===== src/rtl/timer_gen_if.sv =====
// Control/status bundle between a sequencing controller (master) and timer_gen (slave).
interface timer_gen_if #(
    parameter int WIDTH = 16,
    parameter int PW    = 8
);
    logic             t_en;
    logic             t_clr;
    logic [1:0]       t_mode;
    logic [WIDTH-1:0] t_limit;
    logic [PW-1:0]    t_presc;
    logic [WIDTH-1:0] t_out;
    logic             t_valid;
    logic             t_done;

    modport master (
        output t_en, t_clr, t_mode, t_limit, t_presc,
        input  t_out, t_valid, t_done
    );

    modport slave (
        input  t_en, t_clr, t_mode, t_limit, t_presc,
        output t_out, t_valid, t_done
    );
endinterface


===== src/rtl/timer_gen.sv =====
// Parametrised timer with prescaler, four counting modes, pause/clear and a
// one-cycle terminal-count pulse. Configuration is latched only on start.
//
//   state | meaning
//   ------+--------------------------------------------------------------
//   IDLE  | stopped, outputs zero, waiting for t_en to start
//   RUN   | counting on prescaler ticks while t_en is high, frozen when low
//   DONE  | one-shot finished, count holds limit until t_clr / rst
module timer_gen #(
    parameter int WIDTH = 16,
    parameter int PW    = 8
) (
    input  logic         clk,
    input  logic         rst,
    timer_gen_if.slave   tif
);
    typedef enum logic [1:0] {IDLE, RUN, DONE} state_t;

    localparam logic [1:0] M_FREE     = 2'b00;
    localparam logic [1:0] M_ONESHOT  = 2'b01;
    localparam logic [1:0] M_PERIODIC = 2'b10;
    localparam logic [1:0] M_DOWN     = 2'b11;

    state_t           state_q, state_d;
    logic [WIDTH-1:0] cnt_q, cnt_d;
    logic [PW-1:0]    pre_q, pre_d;
    logic [1:0]       mode_q, mode_d;
    logic [WIDTH-1:0] limit_q, limit_d;
    logic [PW-1:0]    presc_q, presc_d;
    logic             valid_q, valid_d;
    logic             done_q, done_d;

    // State register and all datapath flops, synchronous active-high reset.
    always_ff @(posedge clk) begin
        if (rst) begin
            state_q <= IDLE;
            cnt_q   <= '0;
            pre_q   <= '0;
            mode_q  <= '0;
            limit_q <= '0;
            presc_q <= '0;
            valid_q <= 1'b0;
            done_q  <= 1'b0;
        end else begin
            state_q <= state_d;
            cnt_q   <= cnt_d;
            pre_q   <= pre_d;
            mode_q  <= mode_d;
            limit_q <= limit_d;
            presc_q <= presc_d;
            valid_q <= valid_d;
            done_q  <= done_d;
        end
    end

    // Next-state, prescaler, count step and terminal-count detection.
    always_comb begin
        state_d = state_q;
        cnt_d   = cnt_q;
        pre_d   = pre_q;
        mode_d  = mode_q;
        limit_d = limit_q;
        presc_d = presc_q;
        valid_d = valid_q;
        done_d  = 1'b0;

        if (tif.t_clr) begin
            state_d = IDLE;
            cnt_d   = '0;
            pre_d   = '0;
            valid_d = 1'b0;
        end else begin
            unique case (state_q)
                IDLE: begin
                    cnt_d = '0;
                    pre_d = '0;
                    if (tif.t_en) begin
                        state_d = RUN;
                        valid_d = 1'b1;
                        mode_d  = tif.t_mode;
                        limit_d = tif.t_limit;
                        presc_d = tif.t_presc;
                        cnt_d   = (tif.t_mode == M_DOWN) ? tif.t_limit : '0;
                    end
                end
                RUN: begin
                    if (tif.t_en) begin
                        if (pre_q != presc_q) begin
                            pre_d = pre_q + PW'(1);
                        end else begin
                            // Tick: the prescaler restarts and the count steps.
                            pre_d = '0;
                            unique case (mode_q)
                                M_FREE: begin
                                    cnt_d  = cnt_q + WIDTH'(1);
                                    done_d = (cnt_q == {WIDTH{1'b1}});
                                end
                                M_PERIODIC: begin
                                    done_d = (cnt_q == limit_q);
                                    cnt_d  = done_d ? '0 : cnt_q + WIDTH'(1);
                                end
                                M_DOWN: begin
                                    done_d = (cnt_q == '0);
                                    cnt_d  = done_d ? limit_q : cnt_q - WIDTH'(1);
                                end
                                M_ONESHOT: begin
                                    done_d = (cnt_q == limit_q);
                                    if (done_d) state_d = DONE;
                                    else        cnt_d = cnt_q + WIDTH'(1);
                                end
                                default: ;
                            endcase
                        end
                    end
                end
                DONE: ;
                default: begin
                    state_d = IDLE;
                    cnt_d   = '0;
                    pre_d   = '0;
                    valid_d = 1'b0;
                end
            endcase
        end
    end

    assign tif.t_out   = cnt_q;
    assign tif.t_valid = valid_q;
    assign tif.t_done  = done_q;
endmodule


===== src/flat_wrapper.sv =====
// flat-port wrapper written by rule: the top's interface ports become plain ports
module timer_gen_flat 
#(
    parameter int WIDTH = 16,
    parameter int PW    = 8
)
  (clk, rst, tif_t_en, tif_t_clr, tif_t_mode, tif_t_limit, tif_t_presc, tif_t_out, tif_t_valid, tif_t_done);
  timer_gen_if #(.WIDTH(WIDTH), .PW(PW)) tif_i ();
  input  logic clk;
  input  logic rst;
  input wire logic [$bits(tif_i.t_en)-1:0] tif_t_en;
  input wire logic [$bits(tif_i.t_clr)-1:0] tif_t_clr;
  input wire logic [$bits(tif_i.t_mode)-1:0] tif_t_mode;
  input wire logic [$bits(tif_i.t_limit)-1:0] tif_t_limit;
  input wire logic [$bits(tif_i.t_presc)-1:0] tif_t_presc;
  output wire logic [$bits(tif_i.t_out)-1:0] tif_t_out;
  output wire logic [$bits(tif_i.t_valid)-1:0] tif_t_valid;
  output wire logic [$bits(tif_i.t_done)-1:0] tif_t_done;
  assign tif_i.t_en = tif_t_en;
  assign tif_i.t_clr = tif_t_clr;
  assign tif_i.t_mode = tif_t_mode;
  assign tif_i.t_limit = tif_t_limit;
  assign tif_i.t_presc = tif_t_presc;
  assign tif_t_out = tif_i.t_out;
  assign tif_t_valid = tif_i.t_valid;
  assign tif_t_done = tif_i.t_done;
  timer_gen #(.WIDTH(WIDTH), .PW(PW)) u_core (.clk(clk), .rst(rst), .tif(tif_i));
endmodule

===== config.mk =====
export PLATFORM = sky130hd
export DESIGN_NAME = timer_gen_flat
export DESIGN_NICKNAME = d
export VERILOG_FILES = /design/src/rtl/timer_gen_if.sv /design/src/rtl/timer_gen.sv /design/src/flat_wrapper.sv
export SDC_FILE = /design/constraint.sdc
export NUM_CORES = 1
export LEC_CHECK = 0
export CELL_PAD_IN_SITES_DETAIL_PLACEMENT = 1
export CELL_PAD_IN_SITES_GLOBAL_PLACEMENT = 2
export CORE_MARGIN = 2
export CORE_UTILIZATION = 32
export DETAILED_ROUTE_END_ITERATION = 8
export PLACE_DENSITY_LB_ADDON = 0.1
export SYNTH_ARGS = -nofsm -noshare
export SYNTH_HDL_FRONTEND = slang
export SYNTH_SLANG_ARGS = --single-unit

===== constraint.sdc =====
create_clock -name clk -period 2.7 [get_ports clk]
set_input_delay 0.675 -clock clk [delete_from_list [all_inputs] [get_ports clk]]
set_output_delay 0.675 -clock clk [all_outputs]
set_load 0.005 [all_outputs]

==> run metrics, run 1 <==
status=completed; Synthesized Nets=approximately 510; die height=between 100 and 150 um; minimum clock period after layout=roughly 2400 ps; Syn-to-layout area delta=23.5%; DR WL/cell=about 19 um; row cnt=38; Worst Path Max Fanout=24; max_slew headroom=between 50% and 60%; post-synthesis sequential area ratio=between 30 and 40%; Vias=3583; Initial DRC Count=~120; final setup vio count=0; Setup Buffers After CTS=0; max cap viols=0; Critical Path End Type=register; vias in the first global route=between 3000 and 4000; VDD IR max=slightly above 0.3 mV; initial antenna violation count=0; LEAKAGE=approximately 0.0017 uW; setup TNS=0 ps; fmax=0.414 GHz; hold buffer count at cts=0; most common cell after layout, fill and taps aside=nand2_1; crit path kind=reg -> reg; Worst Path Required=2970 ps; Power Total=between 1500 and 2000 uW; Top FF cell, synth=dfxtp_1; Synth Register Bits=54; DIE AREA=approximately 12000 um2; Place WS=139 ps; Post-synth EDFFs=0; synthesized area per cell=roughly 7.7 um2; DRT antenna net count=0; GPL Wtd Cong=0.851; worst slew pin tran=618 ps; DRT Pass-1 Iters=5; async set or reset register ratio after synthesis=0%; port bufs=47; Mapped Cells=464; startpoint class of the critical path=register; Pwr Density=417 nW/um2; setup ws final=roughly 280 ps; GRT overflow=0; number of gates resized after cts=0; hold crit path type=reg -> reg; Max Transition Viols Final=0; CTS Sinks=54; CTS Buf Count=5; Placed Area=roughly 4300 um2; Ys Warns=0; Core Area=approximately 11000 um2; TritonCTS clock tree=yes; GRT Total Usage=a little over a fifth; arrival time at the worst endpoint=between 2000 and 3000 ps; multi-input logic area=2270 um2; commonest cells after routing, fill and taps aside=81 x nand2_1, 54 x dfxtp_1, 47 x clkdlybuf4s50_1, 42 x a21oi_1, 32 x buf_4; H-tree levels=2; I/O pin cnt=48; Clock Latency Late Sink=around 330 ps; CTS Buffer Depth=2; post-synth cell types=62; Syn Std Cell Area=~3600 um2; final wirelength=about 12000 um; RSZ-0062 raised after global routing=false; Nets=560; endpoints failing hold=0; Design Area, Final=approximately 4400 um2; pin count of the biggest net entering global routing=27; Clock Skew=between 7 and 8 ps; layout cells sized above 1=12.1%; Worst-path clk slew=around 120 ps; Fillers=~1300; vias per cell=5.43; Root Buffer=clkbuf_8; ant diodes=0; Initial Util=between 30 and 40%; global-route wire length before repair=between 15000 and 20000 um; Final Cycle Share=between 80% and 90%; Die Wd=about 110 um; hpwl dp=9260 um; number of remaining DRC errors=0; Storage cell area=around 1100 um2
==> stage by stage <==
| step | instances | util (%) | hold WS, ps |
|---|---|---|---|
| final | 660 | 40.7 | 478 |
| after global routing | 660 | 40.7 | 513 |
| after global placement | 652 | 39.8 | 461 |
| after CTS | 660 | 40.7 | 480 |
| after detailed placement | 652 | 39.8 | 463 |
| after floorplan | 464 | - | 448 |
==> logic make-up after synthesis <==
| group | share of synthesized area, % |
|---|---|
| xor+xnor | 11.2 |
| mux | 0.593 |
| compound gates | 21.6 |
| simple gates | 25.7 |
| fa+ha+maj | 3.83 |
| buf+inv | 6.94 |
| flops | 30.1 |
==> where the power goes <==
part | internal (uW) | switching, uW
clock network | 195 | 331
logic | 209 | 264
registers | 823 | 27.2
==> state kept, by name, summed over array words and instances (netlist names) <==
name and count:
u_core.pre_q 8, u_core.tif.t_out 16, u_core.presc_q 8, u_core.mode_q 2, u_core.limit_q 16, u_core.tif.t_done 1, u_core.tif.t_valid 1, u_core.state_q 2
==> worst max-delay path: stages, from the launching register on <==
cell	delay (ps)
dfxtp_1	450
xor2_1	90
nor4_1	490
a21boi_0	290
a311oi_2	380
buf_12	220
mux2_2	350
o21ai_1	80
==> layer usage <==
| metal | track usage [%] | part of all wire [%] |
|---|---|---|
| met1 | 27.1 | 45 |
| met2 | 38.3 | 50 |
| met3 | 3.68 | 4.2 |
| met4 | 5.15 | 1.3 |
| met5 | 0 | 0 |
==> area by class of cell <==
class / count / area share, %
inverter: 16 / 1.35
clock inverter: 3 / 0.649
tap: 140 / 3.95
clock buffer: 5 / 1.55
timing repair buffer: 81 / 16.9
multi-input combinational: 361 / 51.2
sequential: 54 / 24.4
==> final timing paths <==
path / from / slack [ps] / to / cells past startpoint
worst max-delay path: u_core.pre_q[2] / 280 / u_core.tif.t_out[9] / 7
worst min-delay path: u_core.presc_q[1] / 480 / u_core.presc_q[1] / 2
worst max register to register: u_core.pre_q[2] / 280 / u_core.tif.t_out[9] / 7
worst min register to register: u_core.presc_q[1] / 480 / u_core.presc_q[1] / 2
==> cells in the mapped netlist (all sizes together) (12+ instances only) <==
cell type | instances | area share [%]
inv | 16 | 1.7
buf | 18 | 3.6
nor3 | 14 | 2.2
a21oi | 43 | 6.1
dfxtp | 54 | 30
nand2 | 82 | 8.6
nand4 | 17 | 3.1
nand3 | 12 | 1.8
xnor2 | 26 | 6.3
clkbuf | 15 | 1.7
xor2 | 20 | 4.9
nor2 | 25 | 2.6
Power figures use the tool's default switching activity.
==> run 2, diff against run 1 <==
--- a/config.mk
+++ b/config.mk
@@ -10,6 +10,7 @@
 export CORE_MARGIN = 2
 export CORE_UTILIZATION = 32
 export DETAILED_ROUTE_END_ITERATION = 8
+export HOLD_SLACK_MARGIN = 0.08
 export PLACE_DENSITY_LB_ADDON = 0.1
 export SYNTH_ARGS = -nofsm -noshare
 export SYNTH_HDL_FRONTEND = slang
==> results of run 2 <==
No change in the layout: final DEF, timing and power equal those of run 1.
==> run 3, diff against run 2 <==
--- a/config.mk
+++ b/config.mk
@@ -12,6 +12,7 @@
 export DETAILED_ROUTE_END_ITERATION = 8
 export HOLD_SLACK_MARGIN = 0.08
 export PLACE_DENSITY_LB_ADDON = 0.1
+export RECOVER_POWER = 25
 export SYNTH_ARGS = -nofsm -noshare
 export SYNTH_HDL_FRONTEND = slang
 export SYNTH_SLANG_ARGS = --single-unit
==> run 3 against run 2 <==
  * Via count is 0.11% lower
  * Clock power hardly changed
  * Largest cell class unchanged
  * First-iteration DRC count stayed put
  * Combinational power is essentially flat
  * Count of clock-buffer cells in the layout unchanged
  * Critical path type unchanged
==> run metrics, run 3 (same netlist as run 1, synthesis figures left out) <==
GPL Wtd Cong=0.851 (unchanged); gr busiest metal=met2; minimum clock period after layout=2420 ps (+0.306 ps); vias per cell=5.42 (-0.11%); I/O pin cnt=48 (unchanged); hold buffer count at cts=0 (unchanged); global-route wire length before repair=19800 um (unchanged); Crit path depth=7 (unchanged); final wirelength=12400 um (about the same); Placed Area=4340 um2 (unchanged); Pwr Density=417 nW/um2 (about the same); crit path kind=reg -> reg; Power Total=1850 uW (about the same); Cell Int Power=1230 uW (-0.12%); P_sw=622 uW (about the same); final setup vio count=0 (unchanged); row cnt=38 (unchanged); DR WL/cell=18.8 um (about the same); CTS Sinks=54 (unchanged); max_slew headroom=58.2% (-0.51 points); Syn-to-layout area delta=23.5% (about the same); CTS Buf Count=5 (unchanged); Setup Buffers After CTS=0 (unchanged); layout cells sized above 1=11.9% (-0.19 points); DRT Pass-1 Iters=5 (unchanged); arrival time at the worst endpoint=2690 ps (about the same); startpoint class of the critical path=register; number of gates resized after cts=0 (unchanged); hold crit path type=reg -> reg; Worst Path Buf+Inv=1 (unchanged); Clock power frac=28.5% (about the same); CP peak stage delay=490 ps (about the same); worst slew pin tran=625 ps (+7.56 ps); max cap viols=0 (unchanged); status=completed; Worst Path Required=2970 ps (about the same); grt met2 use=38.3% (unchanged); CP max-delay cell=nor4_1; met1 GRT Util=27.1% (unchanged); sequential share of power=46.0% (about the same); worst setup path end=u_core.tif.t_out[9]; most common cell after layout, fill and taps aside=nand2_1; commonest cells after routing, fill and taps aside=81 x nand2_1, 54 x dfxtp_1, 44 x clkdlybuf4s50_1, 42 x a21oi_1, 31 x buf_4; setup TNS=0 ps (unchanged); vias in the first global route=3732 (unchanged); DRT antenna net count=0 (unchanged); CP top delay family=compound AO/OA/AOI/OAI gates; Core Area=10900 um2 (unchanged); Initial Util=33.0% (unchanged); fmax=0.414 GHz (about the same); Crit Reg-Reg Startpoint=u_core.pre_q[2]; Critical Path End Type=register; Nets=560 (unchanged); hold wc startpoint=u_core.presc_q[1]; pin count of the biggest net entering global routing=27 (unchanged); port bufs=47 (unchanged); GRT Total Usage=21.6% (unchanged); die height=110 um (unchanged); CP Launch Point=u_core.pre_q[2]; Sw Share=33.6% (about the same); Reg2Reg Depth=7 (unchanged); Worst Path Max Fanout=24 (unchanged); global routing met3 resource utilization=3.68% (unchanged); Root Buffer=clkbuf_8; Final Cycle Share=89.6% (about the same); endpoints failing hold=0 (unchanged); Clock Skew=7.51 ps (+0.0000300 ps); Vias=3579 (-0.11%); Clock Latency Late Sink=330 ps (about the same); critical path, cell by cell=xor2_1 -> nor4_1 -> a21boi_0 -> a311oi_2 -> buf_12 -> mux2_2 -> o21ai_1; final core occ=40.7% (about the same); Design Area, Final=4430 um2 (about the same); TritonCTS clock tree=yes; Logic pwr share=25.5% (about the same); Initial DRC Count=116 (unchanged); DIE AREA=12100 um2 (unchanged); RSZ-0062 raised after global routing=false; Worst-path clk slew=120 ps (about the same); Max Transition Viols Final=0 (unchanged); Die Wd=110 um (unchanged); VDD IR max=0.303 mV (about the same); ant diodes=0 (unchanged); GRT overflow=0 (unchanged); FF-to-FF End=u_core.tif.t_out[9]; initial antenna violation count=0 (unchanged); H-tree levels=2 (unchanged); LEAKAGE=0.00166 uW (+0.30%); CTS Buffer Depth=2 (unchanged); R2R Setup Slk=280 ps (about the same); hpwl dp=9260 um (unchanged); number of remaining DRC errors=0 (unchanged)
## run 3: changes by cell type in the layout (fill, tap and decap cells not counted), sizes merged
| cell | previous run | this run |
|---|---|---|
| clkdlybuf4s50 | 47 | 44 |
| dlygate4sd3 | 0 | 3 |
| buf | 34 | 33 |
| clkbuf | 5 | 6 |
## run 3: power groups by stage
stage          clock network (uW)  registers, uW  logic [uW]
2_1_floorplan                   0            859         288
4_1_cts                       542            851         477
5_1_grt                       572            854         518
6_report                      526            850         471
3_3_place_gp                    0            868         463
3_5_place_dp                    0            869         474
## run 3: through the flow
stage / cells / hold WS [ps] / worst slack (ps)
after floorplan: 464 / 448 / 274
after global placement: 652 / 461 / 180
after detailed placement: 652 / 463 / 139
after CTS: 660 / 480 / 273
after global routing: 660 / 513 / 99.1
final: 660 / 478 / 282
## run 3: worst min-delay path, stage by stage (launching register included)
cell and delay (ps):
dfxtp_1 340, nand2_1 50, a21oi_1 50
## run 3: worst min-delay path by stage
stage,to,slack [ps],depth (start not counted)
after global placement,u_core.presc_q[1],460,2
after global routing,u_core.presc_q[2],510,2
after floorplan,u_core.presc_q[5],450,2
after detailed placement,u_core.presc_q[1],460,2
final,u_core.presc_q[1],480,2
after CTS,u_core.presc_q[1],480,2
## run 3: final cells by class
cell class,instances,area [um2]
Timing Repair Buffer,81,748
Sequential cell,54,1080
Inverter,16,60.1
Multi-Input combinational cell,361,2270
Clock buffer,5,68.8
Fill cell,1343,6460
Tap cell,140,175
Clock inverter,3,28.8
## run 3: routing by layer
metal,up-vias,wire length (um)
met5,-,0
met4,0,167
met1,1761,5610
met2,66,6140
li1,1742,-
met3,10,482
